$ cat src/rtl/pc_pkg.sv
// Shared definitions for the fetch PC sequencer: redirect-select encoding and default sizing.
package pc_pkg;
  localparam int PC_WIDTH = 32;
  localparam int PC_INCR  = 1;

  localparam logic [2:0] SEL_INC  = 3'd0;
  localparam logic [2:0] SEL_BR   = 3'd1;
  localparam logic [2:0] SEL_CALL = 3'd2;
  localparam logic [2:0] SEL_RET  = 3'd3;
  localparam logic [2:0] SEL_HOLD = 3'd4;
endpackage

$ cat src/rtl/ras_stack.sv
// Circular return-address stack; a push while full overwrites the oldest entry.
module ras_stack #(
  parameter int WIDTH = 32,
  parameter int DEPTH = 4
) (
  input  logic                       clk,
  input  logic                       reset,
  input  logic                       push,
  input  logic                       pop,
  input  logic [WIDTH-1:0]           din,
  output logic [WIDTH-1:0]           top,
  output logic [$clog2(DEPTH+1)-1:0] count,
  output logic                       full,
  output logic                       empty
);
  localparam int PW = $clog2(DEPTH);
  localparam int CW = $clog2(DEPTH+1);

  logic [WIDTH-1:0] r_mem [DEPTH];
  logic [PW-1:0]    r_wp;
  logic [CW-1:0]    r_count;
  logic [PW-1:0]    w_top_idx;
  logic [PW-1:0]    w_wp_inc;

  // r_wp names the next free slot; once full it also names the oldest entry.
  assign w_top_idx = (r_wp == '0) ? PW'(DEPTH-1) : r_wp - 1'b1;
  assign w_wp_inc  = (r_wp == PW'(DEPTH-1)) ? '0 : r_wp + 1'b1;

  assign top   = r_mem[w_top_idx];
  assign count = r_count;
  assign full  = (r_count == CW'(DEPTH));
  assign empty = (r_count == '0);

  always_ff @(posedge clk) begin
    if (reset) begin
      r_wp    <= '0;
      r_count <= '0;
    end else if (push) begin
      r_wp <= w_wp_inc;
      if (!full) r_count <= r_count + 1'b1;
    end else if (pop && !empty) begin
      r_wp    <= w_top_idx;
      r_count <= r_count - 1'b1;
    end
  end

  always_ff @(posedge clk) begin
    if (!reset && push) r_mem[r_wp] <= din;
  end
endmodule

$ cat src/rtl/pc_sequencer.sv
// Fetch PC sequencer with stall, branch, call/return and a circular RAS.
// Optional PC_TRACE_EN macro compiles a per-cycle simulation trace.
module pc_sequencer
  import pc_pkg::*;
#(
  parameter int               WIDTH    = PC_WIDTH,
  parameter int               INCR     = PC_INCR,
  parameter logic [WIDTH-1:0] RESET_PC = {WIDTH{1'b1}},
  parameter int               DEPTH    = 4
) (
  input  logic                       clk,
  input  logic                       reset,
  input  logic                       stall,
  input  logic                       branch,
  input  logic                       call,
  input  logic                       ret,
  input  logic [WIDTH-1:0]           pc_next,
  output logic [WIDTH-1:0]           pc,
  output logic [$clog2(DEPTH+1)-1:0] ras_count,
  output logic                       ras_empty,
  output logic                       ras_full,
  output logic                       ras_ovf,
  output logic                       ras_udf
);
  logic [WIDTH-1:0] r_pc;
  logic             r_ovf;
  logic             r_udf;
  logic [2:0]       w_sel;
  logic [WIDTH-1:0] w_inc;
  logic [WIDTH-1:0] w_top;
  logic             w_push;
  logic             w_pop;

  assign w_inc = r_pc + WIDTH'(INCR);

  always_comb begin
    w_sel = SEL_INC;
    if (stall)       w_sel = SEL_HOLD;
    else if (ret)    w_sel = SEL_RET;
    else if (call)   w_sel = SEL_CALL;
    else if (branch) w_sel = SEL_BR;
  end

  assign w_push = (w_sel == SEL_CALL);
  assign w_pop  = (w_sel == SEL_RET) && !ras_empty;

  ras_stack #(.WIDTH(WIDTH), .DEPTH(DEPTH)) u_ras (
    .clk   (clk),
    .reset (reset),
    .push  (w_push),
    .pop   (w_pop),
    .din   (w_inc),
    .top   (w_top),
    .count (ras_count),
    .full  (ras_full),
    .empty (ras_empty)
  );

  always_ff @(posedge clk) begin
    if (reset) begin
      r_pc  <= RESET_PC;
      r_ovf <= 1'b0;
      r_udf <= 1'b0;
    end else begin
      case (w_sel)
        SEL_HOLD: ;
        SEL_RET: begin
          // Popping an empty stack falls through to a sequential fetch.
          if (ras_empty) begin
            r_pc  <= w_inc;
            r_udf <= 1'b1;
          end else begin
            r_pc  <= w_top;
          end
        end
        SEL_CALL: begin
          r_pc <= pc_next;
          if (ras_full) r_ovf <= 1'b1;
        end
        SEL_BR:  r_pc <= pc_next;
        default: r_pc <= w_inc;
      endcase
    end
  end

  assign pc      = r_pc;
  assign ras_ovf = r_ovf;
  assign ras_udf = r_udf;

`ifdef PC_TRACE_EN
  always @(posedge clk)
    $strobe("%t: PC: %d, PC_NXT: %d, BRANCH %d CALL %d RET %d STALL %d DEPTH %d",
            $time, pc, pc_next, branch, call, ret, stall, ras_count);
`else
`endif
endmodule

$ cat config.mk
export PLATFORM = sky130hd
export DESIGN_NAME = pc_sequencer
export DESIGN_NICKNAME = d
export VERILOG_FILES = /design/src/rtl/pc_pkg.sv /design/src/rtl/ras_stack.sv /design/src/rtl/pc_sequencer.sv
export SDC_FILE = /design/constraint.sdc
export NUM_CORES = 1
export LEC_CHECK = 0
export BUFFER_PORTS_ARGS = -buffer_cell sky130_fd_sc_hd__buf_2
export CORE_ASPECT_RATIO = 0.9
export CORE_UTILIZATION = 59
export DETAILED_ROUTE_END_ITERATION = 10
export PLACE_DENSITY = 0.8
export RECOVER_POWER = 100
export SLEW_MARGIN = 15
export SYNTH_ARGS = -nofsm -noshare
export SYNTH_HDL_FRONTEND = slang
export SYNTH_SLANG_ARGS = --single-unit
$ cat constraint.sdc
create_clock -name clk -period 2.7 [get_ports clk]
set_input_delay 0.135 -clock clk [delete_from_list [all_inputs] [get_ports clk]]
set_output_delay 0.135 -clock clk [all_outputs]
set_load 0.01 [all_outputs]
==> results.yml <==
logic_synthesis:
  yosysSeqAreaShare_pct: 61.05
  synth_edf_count: 128
  post-synth-top-count-cell: "edfxtp_1"
  synth_area_leaders: "edfxtp_1 51%, dfxtp_1 10%, mux4_2 9.5%"
  synth_seq_cells: 167
  yosysWarningCount: 0
  synth_top_area_share_pct: 50.74
  avgSynthCellArea_um2: 14.57
  synth_area_um2: 7575
  synth_cell_types: 64
  syn_nets: 564
  synth_ff_type: "edfxtp_1"
  synthTopCellsByCount: "128 x edfxtp_1, 39 x dfxtp_1, 33 x a21oi_1"
  yosys.area.top_type: "edfxtp_1"
  netlist_instances: 520
  synthArstFlopShare_pct: 0
detailed_routing:
  first_pass_iters: 6
  post_drt_wl_per_cell_um: 22.98
  drt-initial-drc-count: 536
  drc: 0
  drt_wl_total_um: 17930
  viasPerCell: 6.524
  vias: 5089
  antenna_left: 0
power:
  power.density_nw_per_um2: 813.9
  p_comb_share_pct: 21.0
  p_leak_uw: 0.002998
  p_sw_uw: 2019
  swShare_pct: 28.84
  clkPwrFrac_pct: 33.5
  ir_drop_v: 0.0005775
  intPower_uw: 4981
  seqPwrFrac_pct: 45.5
floorplanning:
  core-area_um2: 12270
  ios: 77
  die_h_um: 109.5
  rows: 38
  start_util_pct: 61.75
  dieArea_um2: 13300
  die_x_um: 121.4
clock_tree:
  postCtsResizedCells: 0
  clock_path_buffers: 2
  insertion_delay_ns: 0.44
  clockRootBuffer: "clkbuf_16"
  clk_pin_slew_ns: 0.06
  cts_tree: "built"
  cts_buffers: 17
  htreeDepth: 4
  clock-sinks: 167
placed_design:
  port_buffers: 76
  post-place-ws_ns: 0.3098
  hpwl_um: 10490
  placed_cells: 743
  globalplace.congestion: 0.7856
final_layout:
  nets: 651
  area_growth_pct: 13.56
  utilization_pct: 70.12
  drive_gt1_share_pct: 21.77
  final_cells: 780
  nFillCells: 843
  diodes: 0
job:
  drv.max_cap_violation_count: 0
global_routing:
  grt_max_degree: 35
  grt-ovfl-total: 0
  antenna_found_initial: 0
  grt_pass1_vias: 5036
  track_usage_pct: 28.98
  grt_pass1_wl_um: 27500
timing:
  hold_viol: 0
  setup_ws_ns: 0.2531
  finalClockSkew_ns: 0.007216
  slew_viol_final: 0
  fin_crit_sh_pct: 90.62
  max_freq_mhz: 408.7
  setup_viol: 0
  final.min_clock_period_ns: 2.447
  slew_headroom_pct: 17.51
  tightest_slew_ns: 1.235
  rsz0062_at_grt: "no"
  fin_tns_setup_ns: 0
  whs_ns: 0.01207
min_path:
  min_path_type: "input pin to flip-flop"
critical_path:
  path_class: "flip-flop to flip-flop"
  critPathRequiredTime_ns: 2.92
  critical_path.max_fanout: 12
  crit_path_start_kind: "flip-flop"
  critPathCaptureType: "flip-flop"
  crit_arrival_ns: 2.66
status:
  status: "finished clean"
worst paths after layout:
path	startpoint	to	slack, ns	cells past startpoint
worst max-delay path	pc[0]$_SDFFE_PP1P_	u_ras.r_mem[1][28]$_DFFE_PP_	0.25	7
worst max register to register	pc[0]$_SDFFE_PP1P_	u_ras.r_mem[1][28]$_DFFE_PP_	0.25	7
worst min-delay path	pc_next[5]	pc[5]$_SDFFE_PP1P_	0.01	3
worst min register to register	ras_udf$_SDFFE_PP0P_	ras_udf$_SDFFE_PP0P_	0.47	1
layout by cell type, fill, tap and decap left out, drive strengths merged, types with 6 or more instances in the layout:
| cell type | n |
|---|---|
| nor3 | 6 |
| a2bb2oi | 16 |
| clkinv | 6 |
| mux4 | 32 |
| inv | 19 |
| a221oi | 22 |
| a21oi | 33 |
| nand4 | 11 |
| nor2 | 20 |
| nand3 | 20 |
| and3 | 9 |
| edfxtp | 128 |
| xor2 | 11 |
| clkbuf | 62 |
| o21ai | 18 |
| buf | 51 |
| nand2 | 27 |
| xnor2 | 22 |
| dfxtp | 39 |
power by group through the flow:
| stage | clock network (uW) | logic (uW) | registers (uW) |
|---|---|---|---|
| after global routing | 2460 | 1600 | 3200 |
| after detailed placement | 0 | 1490 | 3240 |
| after CTS | 2360 | 1510 | 3190 |
| after floorplan | 0 | 1050 | 3240 |
| after global placement | 0 | 1420 | 3230 |
| final | 2350 | 1470 | 3180 |
cell type report:
cell class                 instances  area [um^2]  share of cell area, %
multi-input combinational        304         2608                  30.31
timing repair buffer              99        539.3                  6.269
inverter                          18        67.56                 0.7855
clock buffer                      19        432.9                  5.033
clock inverter                    13        130.1                  1.513
tap                              160        200.2                  2.327
sequential                       167         4624                  53.76
registers in the layout, summed over array words and instances (netlist names):
name,count
pc,32
ras_ovf,1
ras_udf,1
u_ras.count,3
u_ras.r_mem,128
u_ras.r_wp,2
through the flow:
step	total power (uW)	cell area (um^2)
final	7001	8602
after global routing	7260	8602
after CTS	7051	8721
after detailed placement	4726	8108
after floorplan	4293	7575
after global placement	4653	8108
cell families after synthesis:
kind of cell             Yosys count  synth area share (%)
AO/OA/AOI/OAI                    121                 11.41
XOR/XNOR                          33                 3.816
adder cells (fa/ha/maj)            6                 1.090
buffers and inverters             49                 3.832
flip-flops                       167                 61.05
multiplexers                      32                 9.514
AND/OR/NAND/NOR                  112                 9.283
worst max-delay path, stage by stage, from the launching register on:
cell     delay, ns
dfxtp_1       0.42
ha_1          0.22
nand3_1       0.32
nor4_4        0.36
buf_4         0.25
nand3_2       0.16
nor2_1        0.16
xor2_1        0.33
repair_timing:
item                      in CTS  in global routing
buffers inserted               0                  0
hold endpoints to repair       5                  0
hold buffers                   5                  0
per-layer routing:
| layer | track usage [%] | wire, um | part of all wire [%] |
|---|---|---|---|
| met1 | 38.09 | 7365 | 41 |
| met2 | 45.54 | 8914 | 50 |
| met3 | 6.898 | 1282 | 7.2 |
| met4 | 14.64 | 363 | 2.0 |
| met5 | 0 | 0 | 0 |
No activity file was read; power rests on OpenSTA's default activity.
